`config.mk`:
```
export PLATFORM = sky130hd
export DESIGN_NAME = btn_event_ctrl_flat
export DESIGN_NICKNAME = d
export VERILOG_FILES = /design/src/rtl/btn_pkg.sv /design/src/rtl/btn_event_ctrl_if.sv /design/src/rtl/rr_arbiter.sv /design/src/rtl/btn_event_ctrl.sv /design/src/flat_wrapper.sv
export SDC_FILE = /design/constraint.sdc
export NUM_CORES = 1
export LEC_CHECK = 0
export ABC_CLOCK_PERIOD_IN_PS = 10560
export BUFFER_PORTS_ARGS = -buffer_cell sky130_fd_sc_hd__buf_2
export CAP_MARGIN = 10
export CORE_MARGIN = 1
export CORE_UTILIZATION = 55
export CTS_CLUSTER_DIAMETER = 120
export DETAILED_ROUTE_END_ITERATION = 10
export PLACE_DENSITY = 0.73
export SKIP_CTS_REPAIR_TIMING = 1
export SLEW_MARGIN = 20
export SYNTH_ARGS = -nofsm -noshare
export SYNTH_HDL_FRONTEND = slang
export SYNTH_HIERARCHICAL = 1
export SYNTH_SLANG_ARGS = --single-unit
export TNS_END_PERCENT = 20
```
`constraint.sdc`:
```
create_clock -name clk -period 10.56 [get_ports clk]
set_input_delay 0.528 -clock clk [delete_from_list [all_inputs] [get_ports clk]]
set_output_delay 0.528 -clock clk [all_outputs]
set_load 0.005 [all_outputs]
```
`src/rtl/btn_pkg.sv`:
```
// Shared types and elaboration-time helpers for the button event controller.
package btn_pkg;

   // Id field wide enough for the largest supported button count (16).
   localparam int ID_W = 4;

   typedef struct packed {
      logic [ID_W-1:0] id;
      logic            press;
   } ev_t;

   function automatic int ms_div(input int clkfreq);
      return clkfreq / 1000;
   endfunction

   function automatic int clog2_min1(input int v);
      return (v <= 2) ? 1 : $clog2(v);
   endfunction

endpackage

```
`src/rtl/btn_event_ctrl_if.sv`:
```
// Valid/ready button event stream; the controller drives it as master.
interface btn_event_ctrl_if #(
   parameter int NUM_BTN = 5
);
   import btn_pkg::*;

   localparam int EV_ID_W = clog2_min1(NUM_BTN);

   logic               ev_valid;
   logic               ev_ready;
   logic [EV_ID_W-1:0] ev_id;
   logic               ev_press;

   modport master (output ev_valid, output ev_id, output ev_press, input ev_ready);
   modport slave  (input ev_valid, input ev_id, input ev_press, output ev_ready);

endinterface

```
`src/rtl/rr_arbiter.sv`:
```
// Combinational round-robin pick: first set request at or above ptr, wrapping.
module rr_arbiter
   import btn_pkg::*;
#(
   parameter int N = 5,
   localparam int PW = clog2_min1(N)
) (
   input  logic [N-1:0]  req,
   input  logic [PW-1:0] ptr,
   output logic          gnt_valid,
   output logic [PW-1:0] gnt_idx
);

   int j;

   // NOTE: every output gets a default first so no path through the loop infers a latch.
   always_comb begin
      gnt_valid = 1'b0;
      gnt_idx   = '0;
      j         = 0;
      // Walk from the farthest offset down so the nearest request is written last and wins.
      for (int k = N - 1; k >= 0; k--) begin
         j = int'(ptr) + k;
         if (j >= N) j = j - N;
         if (req[j]) begin
            gnt_valid = 1'b1;
            gnt_idx   = PW'(j);
         end
      end
   end

endmodule

```
`src/rtl/btn_event_ctrl.sv`:
```
// Debounces NUM_BTN buttons off a shared 1 ms tick and streams press/release events.
// Define AUTOREPEAT_EN to post repeat press events while a button stays held.
module btn_event_ctrl
   import btn_pkg::*;
#(
   parameter int NUM_BTN          = 5,
   parameter int CLKFREQ          = 100_000_000,
   parameter int DEBOUNCE_TIME_MS = 5,
   parameter int REPEAT_DELAY_MS  = 500,
   parameter int REPEAT_PERIOD_MS = 100
) (
   input  logic               clk,
   input  logic               rst_n,
   input  logic [NUM_BTN-1:0] btn_in,
   output logic [NUM_BTN-1:0] btn_state,
   output logic               overrun,
   btn_event_ctrl_if.master   ev
);

   localparam int DIV     = ms_div(CLKFREQ);
   localparam int PRE_W   = clog2_min1(DIV);
   localparam int CNT_W   = $clog2(DEBOUNCE_TIME_MS);
   localparam int EV_ID_W = clog2_min1(NUM_BTN);

   logic [NUM_BTN-1:0] sync1_q, s_q;
   logic [PRE_W-1:0]   pre_q, pre_d;
   logic               tick;
   logic [CNT_W-1:0]   cnt_q [NUM_BTN];
   logic [CNT_W-1:0]   cnt_d [NUM_BTN];
   logic [NUM_BTN-1:0] state_q, state_d;
   logic [NUM_BTN-1:0] edge_ev, rep_ev, new_ev, new_type;
   logic [NUM_BTN-1:0] pend_q, pend_d, ptype_q, ptype_d;
   logic [EV_ID_W-1:0] rr_q, rr_d, gnt_idx, ev_id_q, ev_id_d;
   logic               gnt_valid, loadable;
   logic               ev_valid_q, ev_valid_d, ev_press_q, ev_press_d;
   logic               overrun_q, overrun_d;

   always_comb begin
      tick  = (pre_q == PRE_W'(DIV - 1));
      pre_d = tick ? '0 : pre_q + 1'b1;
   end

   // Counter only advances on ticks while the synchronised level disagrees.
   always_comb begin
      state_d = state_q;
      edge_ev = '0;
      for (int i = 0; i < NUM_BTN; i++) begin
         cnt_d[i] = cnt_q[i];
         if (s_q[i] == state_q[i]) begin
            cnt_d[i] = '0;
         end else if (tick) begin
            if (cnt_q[i] == CNT_W'(DEBOUNCE_TIME_MS - 1)) begin
               state_d[i] = ~state_q[i];
               cnt_d[i]   = '0;
               edge_ev[i] = 1'b1;
            end else begin
               cnt_d[i] = cnt_q[i] + 1'b1;
            end
         end
      end
   end

`ifdef AUTOREPEAT_EN
   localparam int HOLD_MAX = (REPEAT_DELAY_MS > REPEAT_PERIOD_MS) ? REPEAT_DELAY_MS
                                                                  : REPEAT_PERIOD_MS;
   localparam int HOLD_W   = clog2_min1(HOLD_MAX + 1);

   logic [HOLD_W-1:0]  hold_q [NUM_BTN];
   logic [HOLD_W-1:0]  hold_d [NUM_BTN];
   logic [NUM_BTN-1:0] first_q, first_d;
   logic [HOLD_W:0]    hold_inc, hold_tgt;

   // first_q selects the initial delay; after each repeat the counter restarts on the period.
   always_comb begin
      rep_ev   = '0;
      first_d  = first_q;
      hold_inc = '0;
      hold_tgt = '0;
      for (int i = 0; i < NUM_BTN; i++) begin
         hold_d[i] = hold_q[i];
         hold_inc  = {1'b0, hold_q[i]} + (HOLD_W + 1)'(1);
         hold_tgt  = first_q[i] ? (HOLD_W + 1)'(REPEAT_DELAY_MS) : (HOLD_W + 1)'(REPEAT_PERIOD_MS);
         if (!state_q[i] || edge_ev[i]) begin
            hold_d[i]  = '0;
            first_d[i] = 1'b1;
         end else if (tick) begin
            if (hold_inc == hold_tgt) begin
               rep_ev[i]  = 1'b1;
               hold_d[i]  = '0;
               first_d[i] = 1'b0;
            end else if (hold_q[i] != '1) begin
               hold_d[i] = hold_q[i] + 1'b1;
            end
         end
      end
   end

   always_ff @(posedge clk or negedge rst_n) begin
      if (!rst_n) begin
         first_q <= '1;
         for (int i = 0; i < NUM_BTN; i++) hold_q[i] <= '0;
      end else begin
         first_q <= first_d;
         for (int i = 0; i < NUM_BTN; i++) hold_q[i] <= hold_d[i];
      end
   end
`else
   assign rep_ev = '0;
`endif

   // A release edge takes precedence over a repeat landing on the same tick.
   assign new_ev   = edge_ev | rep_ev;
   assign new_type = state_d | ~edge_ev;
   assign loadable = !ev_valid_q || ev.ev_ready;

   rr_arbiter #(.N(NUM_BTN)) u_arb (
      .req       (pend_q),
      .ptr       (rr_q),
      .gnt_valid (gnt_valid),
      .gnt_idx   (gnt_idx)
   );

   // Grant clears first, then new events set: a same-cycle set beats the clear.
   always_comb begin
      pend_d     = pend_q;
      ptype_d    = ptype_q;
      rr_d       = rr_q;
      ev_valid_d = ev_valid_q;
      ev_id_d    = ev_id_q;
      ev_press_d = ev_press_q;
      overrun_d  = overrun_q;
      if (loadable) begin
         if (gnt_valid) begin
            ev_valid_d      = 1'b1;
            ev_id_d         = gnt_idx;
            ev_press_d      = ptype_q[gnt_idx];
            pend_d[gnt_idx] = 1'b0;
            rr_d            = (gnt_idx == EV_ID_W'(NUM_BTN - 1)) ? '0 : gnt_idx + 1'b1;
         end else begin
            ev_valid_d = 1'b0;
         end
      end
      for (int i = 0; i < NUM_BTN; i++) begin
         if (new_ev[i]) begin
            if (pend_d[i]) overrun_d = 1'b1;
            pend_d[i]  = 1'b1;
            ptype_d[i] = new_type[i];
         end
      end
   end

   // NOTE: state uses non-blocking assignments so every flop samples pre-edge values.
   always_ff @(posedge clk or negedge rst_n) begin
      if (!rst_n) begin
         sync1_q    <= '0;
         s_q        <= '0;
         pre_q      <= '0;
         state_q    <= '0;
         pend_q     <= '0;
         ptype_q    <= '0;
         rr_q       <= '0;
         ev_valid_q <= 1'b0;
         ev_id_q    <= '0;
         ev_press_q <= 1'b0;
         overrun_q  <= 1'b0;
         // NOTE: the per-button counters are plain flops, not a RAM, so each entry is reset.
         for (int i = 0; i < NUM_BTN; i++) cnt_q[i] <= '0;
      end else begin
         sync1_q    <= btn_in;
         s_q        <= sync1_q;
         pre_q      <= pre_d;
         state_q    <= state_d;
         pend_q     <= pend_d;
         ptype_q    <= ptype_d;
         rr_q       <= rr_d;
         ev_valid_q <= ev_valid_d;
         ev_id_q    <= ev_id_d;
         ev_press_q <= ev_press_d;
         overrun_q  <= overrun_d;
         for (int i = 0; i < NUM_BTN; i++) cnt_q[i] <= cnt_d[i];
      end
   end

   assign btn_state   = state_q;
   assign overrun     = overrun_q;
   assign ev.ev_valid = ev_valid_q;
   assign ev.ev_id    = ev_id_q;
   assign ev.ev_press = ev_press_q;

endmodule

```
`src/flat_wrapper.sv`:
```
// flat-port wrapper written by rule: the top's interface ports become plain ports
module btn_event_ctrl_flat import btn_pkg::*;
#(
   parameter int NUM_BTN          = 5,
   parameter int CLKFREQ          = 100_000_000,
   parameter int DEBOUNCE_TIME_MS = 5,
   parameter int REPEAT_DELAY_MS  = 500,
   parameter int REPEAT_PERIOD_MS = 100
)
  (clk, rst_n, btn_in, btn_state, overrun, ev_ev_valid, ev_ev_id, ev_ev_press, ev_ev_ready);
  btn_event_ctrl_if #(.NUM_BTN(NUM_BTN)) ev_i ();
  input  logic clk;
  input  logic rst_n;
  input  logic [NUM_BTN-1:0] btn_in;
  output logic [NUM_BTN-1:0] btn_state;
  output logic overrun;
  output wire logic [$bits(ev_i.ev_valid)-1:0] ev_ev_valid;
  output wire logic [$bits(ev_i.ev_id)-1:0] ev_ev_id;
  output wire logic [$bits(ev_i.ev_press)-1:0] ev_ev_press;
  input wire logic [$bits(ev_i.ev_ready)-1:0] ev_ev_ready;
  assign ev_ev_valid = ev_i.ev_valid;
  assign ev_ev_id = ev_i.ev_id;
  assign ev_ev_press = ev_i.ev_press;
  assign ev_i.ev_ready = ev_ev_ready;
  btn_event_ctrl #(.NUM_BTN(NUM_BTN), .CLKFREQ(CLKFREQ), .DEBOUNCE_TIME_MS(DEBOUNCE_TIME_MS), .REPEAT_DELAY_MS(REPEAT_DELAY_MS), .REPEAT_PERIOD_MS(REPEAT_PERIOD_MS)) u_core (.clk(clk), .rst_n(rst_n), .btn_in(btn_in), .btn_state(btn_state), .overrun(overrun), .ev(ev_i));
endmodule
```
== Word-level counts from Yosys, hierarchy flattened ==
Cells that the tools add are included.
Widths: inputs -> output; s select.

* Bitwise operators: 9
* Multiplexer cells: 99
* $add $sub $neg: 16
* Reduce and logical (&&, ||, !) cells: 9
* $lt $le $gt $ge: 12
* Equal/unequal tests: 12

{| class="wikitable"
|+ Operator list
! kind !! count
|-
| $lt 32x5->1 const B || 5
|-
| $mux 32 || 5
|-
| $mux 1 || 63
|-
| $mux 3 || 21
|-
| $ge 32x4->1 const B || 1
|-
| $sub 32x4->32 const B || 1
|-
| $add 3x1->3 const B || 6
|-
| $bmux 1 s3 || 6
|-
| $eq 3x3->1 const B || 6
|-
| $add 17x1->17 const B || 1
|-
| $eq 17x17->1 const B || 1
|-
| $mux 17 || 1
|-
| $sub 4x3->5 const B || 3
|-
| $ge 4x3->1 const B || 3
|-
| $mux 5 || 2
|-
| $not 5->5 || 2
|-
| $reduce_bool 2->1 || 5
|-
| $add 3x2->4 const B || 2
|-
| $and 5x5->5 || 1
|-
| $eq 1x1->1 || 5
|-
| $not 1->1 || 5
|-
| $or 5x5->5 || 1
|-
| $add 3x1->4 const B || 1
|-
| $add 3x3->4 const B || 1
|-
| 9 further kinds || 9
|}

* Register bits after elaboration: 66
* Output and inout bits: 11
* Logic and storage cells: 177

== Logic depth before layout (Yosys ltp) ==
* Word-level depth: 29
* Depth in mapped cells: 16
* Mapped depth without buffers: 15

== Cells and area by module ==
The synthesis kept the hierarchy.

{| class="wikitable"
|+ Modules (own cells, without submodules)
! module !! area an instance (sq um) !! sequential area each (sq um) !! cells an instance !! instances
|-
| btn_event_ctrl || 3,040.4 || 1,651.6 || 290 || 1
|-
| rr_arbiter || 1,253.7 || 0.0 || 167 || 1
|}

== Least setup slack after synthesis ==
OpenSTA, ideal clock, no wires.

* Kind: register -> register
* Start point: register u_core.rr_q[1]
* End point: register u_core.overrun_q (netlist: u_core/overrun)
* Data arrival time: 3.618 ns
* Path slack: 6.818 ns
* Buffers on the path: 0
* Setup time: 0.124 ns
* Stages on the path, launching flop included: 13
* Data required time: 10.436 ns
* Cell sequence: dfrtp_1 -> inv_1 -> ha_1 -> or4b_1 -> o32a_1 -> mux2_4 -> o21ai_4 -> a211oi_1 -> a21oi_1 -> inv_1 -> o41ai_1 -> o221ai_1 -> a211o_1

* Word-level cells in the longest chain between the ends: 29

{| class="wikitable"
|+ RTL lines
! what !! line !! source
|-
| start: declaration || btn_event_ctrl.sv:33 || <nowiki>logic [EV_ID_W-1:0] rr_q, rr_d, gnt_idx, ev_id_q, ev_id_d;</nowiki>
|-
| start signal: assignment || btn_event_ctrl.sv:175 || <nowiki>rr_q <= rr_d;</nowiki>
|-
| $add 3x3->4 || rr_arbiter.sv:23 || <nowiki>j = int'(ptr) + k;</nowiki>
|-
| $sub 32x4->32 or $ge 32x4->1 (tied branches) || rr_arbiter.sv:24 || <nowiki>if (j >= N) j = j - N;</nowiki>
|-
| $mux 32 || rr_arbiter.sv:24 ||
|-
| $bmux 1 s3 || rr_arbiter.sv:25 || <nowiki>if (req[j]) begin</nowiki>
|-
| $mux 1 (implied by the code) (2 in series) || rr_arbiter.sv:25 ||
|-
| $mux 3 (4 in series) || rr_arbiter.sv:25 ||
|-
| $mux 3 * || rr_arbiter.sv:25 ||
|-
| via u_core.gnt_idx[1] || btn_event_ctrl.sv:33 ||
|-
| [... 11 more ...] || -- ||
|-
| $mux 1 || btn_event_ctrl.sv:144 || <nowiki>if (new_ev[i]) begin</nowiki>
|-
| $mux 1 || btn_event_ctrl.sv:145 || <nowiki>if (pend_d[i]) overrun_d = 1'b1;</nowiki>
|-
| $mux 1 || btn_event_ctrl.sv:144 ||
|-
| $mux 1 || btn_event_ctrl.sv:145 ||
|-
| $mux 1 || btn_event_ctrl.sv:144 ||
|-
| $mux 1 || btn_event_ctrl.sv:145 ||
|-
| $mux 1 * || btn_event_ctrl.sv:144 ||
|-
| via u_core.overrun_d || btn_event_ctrl.sv:36 || <nowiki>logic overrun_q, overrun_d;</nowiki>
|-
| end signal: assignment || btn_event_ctrl.sv:179 || <nowiki>overrun_q <= overrun_d;</nowiki>
|-
| end: declaration || btn_event_ctrl.sv:36 ||
|}

The timed path passes the listed nets; every way through them passes the cells marked *. The select of a mux whose other input is x is not followed.
A chain may end at the register's enable or synchronous reset.

== Worst setup path in the final report ==
Same ends and word-level chain as after synthesis.

==> out/qor.csv <==
stage,metric,value,unit
placed_design,dp_cells,563,
synth,synth-warning-count,6,
timing,setup_tns,0,ps
synth,synth-seq-area-share,38.46,%
detailed_routing,viasPerCell,5.967,
clock_network,clk_pin_slew,70,ps
die,initial_core_util,57.96,%
setup_path,slowest_stage,mux4_1,
finish,fin_nets,510,
setup_path,cp.arrival,4740,ps
clock_network,cts_buffer_depth,2,
detailed_routing,via_count,3455,
synth,synth_area_leaders,"dfrtp_1 (38%), ha_1 (7.9%), a21oi_1 (4.1%)",
setup_path,required,10780,ps
synth,syn_inst,457,
setup_path,cp_num_buf_inv,2,
synth,ys_dominant_reg_cell,dfrtp_1,
timing,min_period_over_period,42.82,%
timing,rsz0062_at_grt,no,
placed_design,gp_congestion,0.9531,
setup_path,crit_chain,inv_1 > ha_1 > mux4_1 > o211ai_1 > nand4_2 > a2111oi_2 > mux2i_1 > a2bb2oi_2 > inv_1 > o41ai_1 > o221ai_1 > a211o_1,
detailed_routing,drt_iter0_drc,269,
global_route,grt_max_degree,67,
timing,relSlewSlack,45.01,%
detailed_routing,wl_met2,4339,µm
clock_network,cts_htree_levels,3,
detailed_routing,wl_met3,430,µm
clock_network,clk_latency,340,ps
placed_design,port_buffers,18,
power_and_ir_drop,leakage,0.002068,µW
detailed_routing,routed_wl,9197,µm
power_and_ir_drop,power,1219,µW
setup_path,r2r_start,u_core/rr_q[1]$_DFFE_PN0P_,
job,max_cap_viol_count,0,
finish,drive_gt1_share,13.75,%
status,status,completed,
global_route,grt_pass1_wl,15720,µm
global_route,grtUsageTotal,24.10,%
placed_design,dp_hpwl,6504,µm
setup_path,crit_path_start_kind,flop,
setup_path,crit_path_max_fanout,13,
die,pin_count,19,
synth,ys_types,71,
synth,yosys.area.top_type,dfrtp_1,
die,rows,31,
die,core,0.007408,mm²
power_and_ir_drop,power.density,259.8,mW/mm²
die,die_area,0.008165,mm²
synth,syn_nets,492,
detailed_routing,drt_pass1_iterations,5,
synth,synth_top_area_share,38.46,%
setup_path,ff2ff_path_depth,12,
timing,worst_pin_slew,817.3,ps
synth,synth_area_per_cell,9.396,µm²
finish,area_delta_synth_final,9.266,%
setup_path,crit_top_cell,inv_1,
global_route,antenna_found_initial,0,
synth,synth_edf_count,0,
die,die_height,90.36,µm
timing,slew_violations,0,
synth,synth_area,0.004294,mm²
clock_network,clockRootBuffer,clkbuf_8,
timing,finClkSkew,7.305,ps
setup_path,critPathMaxStageDelay,650,ps
setup_path,r2r-end,u_core/overrun$_DFF_PN0_,
timing,final.min_clock_period,4521,ps
timing,maxClockFrequency,221.2,MHz
global_route,overflow,0,
finish,final_cells,579,
min_path,hold_class,in2reg,
setup_path,crit_end,u_core/overrun$_DFF_PN0_,
timing,setup_viol,0,
timing,finalHoldViolations,0,
die,die_w,90.36,µm
setup_path,end_kind,flop,
setup_path,crit_start,u_core/rr_q[1]$_DFFE_PN0P_,
synth,synth-async-reset-ratio,100.0,%
finish,antenna_cells,0,
synth,ys_ff_latch,66,
finish,layout_common_cells,"dfrtp_1 (66), nand2_1 (41), a21oi_1 (35), nor2_1 (31), o21ai_0 (31)",
clock_network,cts_tree,built,
finish,nFillCells,594,
detailed_routing,wl_met1,4281,µm
clock_network,cts_buffers,9,
detailed_routing,drc_errors,0,
clock_network,cts_sinks,66,
min_path,hold_depth,1,
setup_path,critPathTopFamily,compound AO/OA/AOI/OAI gates,
setup_path,crit_cells,12,
detailed_routing,top_layer,met4,
setup_path,r2r_slack,6040,ps
detailed_routing,wl_per_cell,15.88,µm
finish,layout_commonest_cell,dfrtp_1,
global_route,first_global_vias,3366,
power_and_ir_drop,ir_drop,137.4,µV
setup_path,crit_type,reg2reg,
detailed_routing,antenna_left,0,
[worst min-delay path by stage]
stage | from | endpoint | slack [ps]
finish | btn_in[2] | u_core/sync1_q[2]$_DFF_PN0_ | 290
global route | btn_in[2] | u_core/sync1_q[2]$_DFF_PN0_ | 260
CTS | btn_in[4] | u_core/sync1_q[4]$_DFF_PN0_ | 270
detailed placement | u_core/sync1_q[0]$_DFF_PN0_ | u_core/s_q[0]$_DFF_PN0_ | 340
global placement | u_core/sync1_q[4]$_DFF_PN0_ | u_core/s_q[4]$_DFF_PN0_ | 330
floorplan | rst_n | u_core/btn_state[0]$_DFF_PN0_ | 230
[routing by layer]
metal	up-vias	GRT usage, %
met3	14	5.471
met1	1660	31.61
li1	1687	-
met2	94	38.74
met5	-	0
met4	0	9.543
[where the power goes]
group          internal (µW)  switching, µW  leakage, µW
clock network            164           98.2     0.000127
logic                    249            401      0.00107
registers                274           33.2     0.000872
[metrics by stage]
stage                     hold slack (ps)  util (%)  setup WS, ps  cell area [µm²]
after CTS                           273.1     63.33          6109             4692
after floorplan                     232.4         -          6818             4294
after global placement              332.8     59.96          6314             4442
after global routing                261.2     63.33          5646             4692
final                               286.4     63.33          6039             4692
after detailed placement            339.6     59.96          6136             4442
[layout make-up]
cell class | instances | area [µm²] | area share [%]
Inverter | 23 | 86.33 | 1.840
Multi-Input combinational cell | 354 | 2467 | 52.59
Clock inverter | 6 | 112.6 | 2.400
Sequential cell | 66 | 1652 | 35.20
Tap cell | 99 | 123.9 | 2.640
Clock buffer | 10 | 137.6 | 2.933
Timing Repair Buffer | 21 | 112.6 | 2.400
[synth_stat cells (all sizes together), types with 4 or more instances]
cell / n
mux2: 9
o211ai: 5
mux2i: 10
inv: 23
a31oi: 6
o21ai: 34
ha: 27
clkbuf: 4
buf: 10
nand3b: 11
nand4: 7
a21o: 4
xnor2: 15
dfrtp: 66
nor2b: 6
nor2: 34
nor4: 4
xor2: 9
nor3: 6
and2: 4
nand2b: 11
a21oi: 36
a211oi: 4
nand2: 41
nand3: 21
[registers in the layout, indices dropped and copies added (netlist names)]
register	cells
u_core/ev.ev_press	1
u_core/ev.ev_valid	1
u_core/pre_q	17
u_core/sync1_q	5
u_core/btn_state	5
u_core/ev.ev_id	3
u_core/rr_q	3
u_core/cnt_q	15
u_core/pend_q	5
u_core/ptype_q	5
u_core/overrun	1
u_core/s_q	5
[logic make-up (layout without fill, tap and decap cells)]
logic type,after synthesis,count (layout),synth area share (%)
fa+ha+maj,27,27,7.867
compound gates,119,119,18.27
mux,21,21,5.915
flops,66,66,38.46
buf+inv,37,60,4.079
simple gates,163,163,20.51
xor+xnor,24,24,4.895
(Power assumes the default switching activity.)
